**src/rtl/pcie_cpld_tx_pkg.sv**
```systemverilog
// Shared codes and header-word builder for the BAR-read completion transmitter.
package pcie_cpld_tx_pkg;

    localparam logic [2:0] FMT_CPL   = 3'b000;
    localparam logic [2:0] FMT_CPLD  = 3'b010;
    localparam logic [4:0] TYPE_CPL  = 5'b01010;
    localparam logic [2:0] STATUS_SC = 3'b000;
    localparam logic [2:0] STATUS_UR = 3'b001;
    localparam int unsigned HDR_WORDS = 6;

    typedef enum logic [1:0] {
        S_IDLE,
        S_ARB,
        S_HDR,
        S_PAY
    } state_t;

    typedef struct packed {
        logic [15:0] id;
        logic [7:0]  tag;
        logic [2:0]  tc;
        logic [1:0]  attr;
        logic [9:0]  len;
        logic [6:0]  lower_addr;
        logic        ur;
    } req_t;

    // 16-bit header word idx (0..5) of a 3DW Cpl/CplD, upper DW half first.
    function automatic logic [15:0] hdr_word(input logic [2:0] idx, input req_t r,
                                             input logic [15:0] cpl_id);
        logic [15:0] w;
        case (idx)
            3'd0:    w = {(r.ur ? FMT_CPL : FMT_CPLD), TYPE_CPL, 1'b0, r.tc, 4'b0000};
            3'd1:    w = {2'b00, r.attr, 2'b00, (r.ur ? 10'd0 : r.len)};
            3'd2:    w = cpl_id;
            3'd3:    w = {(r.ur ? STATUS_UR : STATUS_SC), 1'b0,
                          (r.ur ? 12'd4 : {r.len, 2'b00})};
            3'd4:    w = r.id;
            default: w = {r.tag, 1'b0, r.lower_addr};
        endcase
        return w;
    endfunction

endpackage

```
**src/rtl/pcie_cpld_tx_skid.sv**
```systemverilog
// One-entry skid buffer on the BAR RAM read-data path.
// A word read while the transmit side is stalled is parked here until taken.
module cpld_skid
    import pcie_cpld_tx_pkg::*;
(
    input  logic        clk,
    input  logic        rst,
    input  logic        rd_en,
    input  logic [15:0] ram_data,
    input  logic        take,
    output logic [15:0] data
);

    logic        pending;
    logic        skid_valid;
    logic [15:0] skid;

    // Track the in-flight RAM word and park it when it is not consumed on arrival.
    always_ff @(posedge clk) begin
        if (rst) begin
            pending    <= 1'b0;
            skid_valid <= 1'b0;
            skid       <= '0;
        end else begin
            pending <= rd_en;
            if (take) begin
                skid_valid <= 1'b0;
            end else if (pending) begin
                skid       <= ram_data;
                skid_valid <= 1'b1;
            end
        end
    end

    assign data = skid_valid ? skid : ram_data;

endmodule

```
**src/rtl/pcie_cpld_tx.sv**
```systemverilog
// Transmit-side completer for BAR memory reads: builds a CplD (or UR Cpl)
// and streams it onto the 16-bit core transmit interface.
module pcie_cpld_tx
    import pcie_cpld_tx_pkg::*;
#(
    parameter int unsigned MAX_PAYLOAD_DW = 32,
    parameter int unsigned RAM_AW         = 12
) (
    input  logic              clk_125,
    input  logic              sys_rst,
    input  logic [7:0]        bus_num,
    input  logic [4:0]        dev_num,
    input  logic [2:0]        func_num,
    input  logic              req_valid,
    output logic              req_ready,
    input  logic [15:0]       req_id,
    input  logic [7:0]        req_tag,
    input  logic [2:0]        req_tc,
    input  logic [1:0]        req_attr,
    input  logic [9:0]        req_len,
    input  logic [RAM_AW-1:0] req_addr,
    output logic              ram_rd_en,
    output logic [RAM_AW-1:0] ram_addr,
    input  logic [15:0]       ram_data,
    output logic              tx_req,
    input  logic              tx_rdy,
    output logic              tx_st,
    output logic              tx_end,
    output logic [15:0]       tx_data
);

    localparam logic [11:0] HDR_WORDS_W = 12'(HDR_WORDS);

    state_t            state;
    req_t              req;
    logic [11:0]       wcnt;
    logic [11:0]       last_idx;
    logic [11:0]       fetch_cnt;
    logic [11:0]       pay_words;
    logic [RAM_AW-1:0] faddr;
    logic [15:0]       skid_data;
    logic [15:0]       cpl_id;
    logic [11:0]       next_idx;
    logic              in_fetch_window;
    logic              take;
    logic [10:0]       len_eff;
    logic              is_ur;
    logic [11:0]       pay_words_in;

    assign cpl_id   = {bus_num, dev_num, func_num};
    assign next_idx = wcnt + 12'd1;
    assign ram_addr = faddr;

    // Decode the incoming request: effective length and whether it must be refused.
    always_comb begin
        len_eff      = (req_len == 10'd0) ? 11'd1024 : {1'b0, req_len};
        is_ur        = 32'(len_eff) > MAX_PAYLOAD_DW;
        pay_words_in = is_ur ? 12'd0 : {len_eff, 1'b0};
    end

    // Prefetch runs two words ahead of the output register, starting at header word 4,
    // and only advances on cycles the core accepts a word, so at most one word is in flight.
    always_comb begin
        in_fetch_window = ((state == S_HDR) && (wcnt >= 12'd4)) || (state == S_PAY);
        ram_rd_en       = !sys_rst && tx_rdy && in_fetch_window && !req.ur
                          && (fetch_cnt != pay_words);
        take            = tx_rdy && ((state == S_HDR) || (state == S_PAY)) && !tx_end
                          && (next_idx >= HDR_WORDS_W);
    end

    cpld_skid u_skid (
        .clk      (clk_125),
        .rst      (sys_rst),
        .rd_en    (ram_rd_en),
        .ram_data (ram_data),
        .take     (take),
        .data     (skid_data)
    );

    // Request/arbitration/header/payload sequencer with registered transmit outputs.
    always_ff @(posedge clk_125) begin
        if (sys_rst) begin
            state     <= S_IDLE;
            req       <= '0;
            req_ready <= 1'b1;
            tx_req    <= 1'b0;
            tx_st     <= 1'b0;
            tx_end    <= 1'b0;
            tx_data   <= '0;
            wcnt      <= '0;
            last_idx  <= '0;
            fetch_cnt <= '0;
            pay_words <= '0;
            faddr     <= '0;
        end else begin
            if (ram_rd_en) begin
                faddr     <= faddr + 1'b1;
                fetch_cnt <= fetch_cnt + 12'd1;
            end
            case (state)
                S_IDLE: begin
                    if (req_valid) begin
                        req.id         <= req_id;
                        req.tag        <= req_tag;
                        req.tc         <= req_tc;
                        req.attr       <= req_attr;
                        req.len        <= req_len;
                        req.lower_addr <= {req_addr[5:0], 1'b0};
                        req.ur         <= is_ur;
                        pay_words      <= pay_words_in;
                        last_idx       <= 12'd5 + pay_words_in;
                        faddr          <= req_addr;
                        fetch_cnt      <= '0;
                        wcnt           <= '0;
                        req_ready      <= 1'b0;
                        tx_req         <= 1'b1;
                        state          <= S_ARB;
                    end
                end
                S_ARB: begin
                    if (tx_rdy) begin
                        tx_req  <= 1'b0;
                        tx_st   <= 1'b1;
                        tx_end  <= 1'b0;
                        tx_data <= hdr_word(3'd0, req, cpl_id);
                        wcnt    <= '0;
                        state   <= S_HDR;
                    end
                end
                default: begin
                    if (tx_rdy) begin
                        if (tx_end) begin
                            tx_end    <= 1'b0;
                            tx_st     <= 1'b0;
                            tx_data   <= '0;
                            req_ready <= 1'b1;
                            state     <= S_IDLE;
                        end else begin
                            wcnt    <= next_idx;
                            tx_st   <= 1'b0;
                            tx_end  <= (next_idx == last_idx);
                            if (next_idx < HDR_WORDS_W) begin
                                tx_data <= hdr_word(next_idx[2:0], req, cpl_id);
                            end else begin
                                tx_data <= skid_data;
                                state   <= S_PAY;
                            end
                        end
                    end
                end
            endcase
        end
    end

endmodule

```
**config.mk**
```make
export PLATFORM = sky130hd
export DESIGN_NAME = pcie_cpld_tx
export DESIGN_NICKNAME = d
export VERILOG_FILES = /design/src/rtl/pcie_cpld_tx_pkg.sv /design/src/rtl/pcie_cpld_tx_skid.sv /design/src/rtl/pcie_cpld_tx.sv
export SDC_FILE = /design/constraint.sdc
export NUM_CORES = 1
export LEC_CHECK = 0
export ABC_CLOCK_PERIOD_IN_PS = 5300
export BUFFER_PORTS_ARGS = -buffer_cell sky130_fd_sc_hd__buf_2
export CORE_MARGIN = 8
export CORE_UTILIZATION = 61
export DETAILED_ROUTE_END_ITERATION = 10
export GPL_TIMING_DRIVEN = 0
export HOLD_SLACK_MARGIN = 0.03
export PLACE_DENSITY = 0.88
export SYNTH_ARGS = -nofsm -noshare
export SYNTH_HDL_FRONTEND = slang
export SYNTH_SLANG_ARGS = --single-unit
export TNS_END_PERCENT = 100
```
**constraint.sdc**
```tcl
create_clock -name clk_125 -period 5.3 [get_ports clk_125]
set_input_delay 0.795 -clock clk_125 [delete_from_list [all_inputs] [get_ports clk_125]]
set_output_delay 0.795 -clock clk_125 [all_outputs]
set_load 0.05 [all_outputs]
```
==> summary.txt <==
Timing
  • # setup viols final: 0
  • Relative slew slack: 36.2%
  • Measured slew at the worst slew-check pin: 0.950 ns
  • Fin crit period: 3.30 ns
  • Final worst setup slack: 2.00 ns
  • Hold Vio Cnt, Final: 0
  • Max-slew violations: 0
  • Setup Skew: 0.00629 ns
  • RSZ-0062 raised after global routing: no
  • Final hold slack: 0.453 ns
  • Max Clk Rate: 303 MHz
  • Final TNS setup: 0 ns
  • Tcrit/Tclk final: 62.2%

Place
  • Post-DP HPWL: 16.2 mm
  • Post-DP Area: 8100 um2
  • Setup WS pre-CTS: 2.17 ns
  • Input/output buffers: 119
  • GP Congestion: 0.913
  • Inst Count DP: 1161

Setup path
  • RR Startpoint: wcnt[0]
  • Worst Setup End Kind: primary output
  • Worst R2R Path Depth: 8
  • Reg-to-Reg End: tx_data[3]
  • Worst setup path end: ram_rd_en
  • CP startpoint kind: flip-flop
  • CP startpoint: wcnt[9]
  • CP required: 4.51 ns
  • R2R setup slack: 2.08 ns
  • Max Fanout on Critical Path: 7
  • Critical path class: reg -> out
  • Crit path DAT: 2.50 ns

Global routing
  • Initial antenna violation count: 0
  • GRT Total Usage: 28.1%
  • Vias in the first global route: 7057
  • Grt ovf: 0
  • First-pass GRT wire length: 36.0 mm
  • Largest net degree at the start of global routing: 17

Detailed routing
  • Via count: 7311
  • Drt first pass iters: 6
  • Post-DR wirelength/cell: 18.8 um
  • Vias per Instance: 6.13
  • Starting DRT DRC Count: 1013
  • Final wirelength: 22.4 mm
  • Drt drc: 0
  • Routed Antenna Nets: 0

Logic synthesis
  • Ys flop type: dfxtp_1
  • Distinct cell type count after synthesis: 64
  • Most frequent cell after synthesis: nand2_1
  • Largest area contributor in the netlist: dfxtp_1
  • Seq cells post-synth: 144
  • Syn_nets: 990
  • Area contributors post-synth: dfxtp_1 39%, nand2_1 8.2%, a21oi_1 6.4%
  • Synth top area share: 39.4%
  • Synth top cells by count: 160 x nand2_1, 144 x dfxtp_1, 94 x a21oi_1
  • Post-synth EDFFs: 0
  • Synthesized instance count: 895
  • Synth async-reset ratio: 0%
  • Yosys warnings: 0
  • Syn Area/Cell: 8.18 um2
  • Post-Syn Area: 7320 um2
  • Register area share after synthesis: 39.4%

Clocking
  • Cts hold-fix bufs: 0
  • Worst skew pair latency: 0.43 ns
  • CTS sink cnt: 144
  • Post-cts resize count: 0
  • CTS tree: done
  • CTS root buf: clkbuf_16
  • Clk slew on worst S/H paths: 0.06 ns
  • Num CTS Buffers: 17
  • # Post-CTS Setup Buffers: 0
  • CTS H-tree depth: 4
  • Clock buffer depth: 2

Final layout
  • Nets: 1128
  • Non-filler cells in the finished layout: 1193
  • # fillers: 912
  • N_diodes: 0
  • Layout cell share with drive strength beyond 1: 17.0%
  • Register area: 2880 um2
  • Area taken by multi-input logic gates: 4090 um2
  • Area Overhead vs Synth: 18.4%
  • Fin area: 8670 um2

Floorplan
  • Std-Cell Rows: 40
  • Core area: 11900 um2
  • Die area: 15800 um2
  • I/O Pins: 120
  • Starting Density: 61.7%
  • Die X: 126 um
  • Die Span Y: 126 um

Power and ir drop
  • Net Sw Frac: 28.3%
  • VDD IR max: 0.315 mV
  • P_sw: 751 uW
  • Sequential Power Share: 43.9%
  • Clock share of power: 43.4%
  • Leakage power: 0.00350 uW
  • Internal power: 1910 uW
  • Gate power share: 12.7%
  • Pwr dens: 307 nW/um2

Hold path
  • Worst Min Path Start: req_ready
  • Hold/Removal Path Class: reg -> reg

Job
  • Max-Cap Viols: 0

Outcome
  • Outcome: finished clean
[cell type report]
cell class / count / share of cell area (%)
plain buffers: 70 / 3.58
clock buffers: 20 / 5.27
clock inverters: 12 / 1.26
inverters: 10 / 0.433
multi-input cells: 671 / 47.2
flip-flops and latches: 144 / 33.3
well taps: 147 / 2.12
repair buffers: 119 / 6.87
[cell usage in the layout (no fill, tap or decap), types with 4 or more instances in the layout]
cell type,n
o21ai_0,30
a22o_1,7
inv_1,8
mux2_2,6
a32o_1,7
xor2_1,32
and3_1,8
buf_1,5
a211oi_1,18
nor3_1,10
dfxtp_1,144
nor4_1,8
clkbuf_16,17
clkbuf_1,53
a221oi_1,5
xnor2_1,15
a211o_1,7
buf_4,6
nor2_1,55
a222oi_1,4
a21oi_1,94
ha_1,8
or3_1,10
and4_1,4
nand2_1,160
mux2i_1,39
buf_2,124
and2_1,18
nand4_1,9
nand2b_1,36
a22oi_1,8
o21a_1,5
clkinv_2,4
nand3_1,19
[layer usage]
layer | track usage, % | wire (um) | up-vias
li1 | - | - | 3419
met1 | 36.1 | 9240 | 3407
met2 | 43.4 | 10100 | 417
met3 | 7.90 | 2440 | 68
met4 | 11.3 | 613 | 0
met5 | 0 | 0 | -
[registers in the layout, summed over array words and instances (netlist names), 2 cells and up]
name / count
fetch_cnt: 12
ram_addr: 12
req: 46
tx_data: 16
last_idx: 12
u_skid.skid: 16
wcnt: 12
pay_words: 10
state: 2
[cell families (layout without fill, tap and decap cells)]
| logic type | after synthesis | count (layout) | share of synthesized area (%) |
|---|---|---|---|
| and+or+nand+nor | 359 | 359 | 23.7 |
| AOI/OAI and AO/OA | 210 | 210 | 18.6 |
| DFF | 144 | 144 | 39.4 |
| buffers and inverters | 80 | 231 | 4.75 |
| xor gates and xnor gates | 47 | 47 | 5.62 |
| muxes | 46 | 46 | 6.46 |
| adders and majority gates | 9 | 9 | 1.50 |
[power by group through the flow]
stage,clock network (uW),registers [uW],logic [uW]
3_3_place_gp,0,1190,320
2_1_floorplan,0,1230,163
4_1_cts,1150,1160,331
6_report,1150,1170,338
3_5_place_dp,0,1190,327
5_1_grt,1200,1170,365
[stage by stage]
stage	utilization (%)	total power (uW)
3_3_place_gp	68.3	1510
6_report	73.1	2660
3_5_place_dp	68.3	1510
2_1_floorplan	-	1390
4_1_cts	73.1	2650
5_1_grt	73.1	2730
[how the worst min path moves through the flow]
stage,cells past startpoint,end
6_report,2,req_ready
3_5_place_dp,2,req_ready
2_1_floorplan,2,req[42]
5_1_grt,2,req[27]
4_1_cts,2,req_ready
3_3_place_gp,2,req_ready
[worst max-delay path, cell delays in order (launching register included)]
cell	delay, ns
dfxtp_1	0.31
clkbuf_1	0.25
nor2_1	0.10
and4b_1	0.25
nor4_2	0.48
and2_1	0.20
buf_2	0.19
buf_2	0.29
Power figures use the tool's default switching activity.
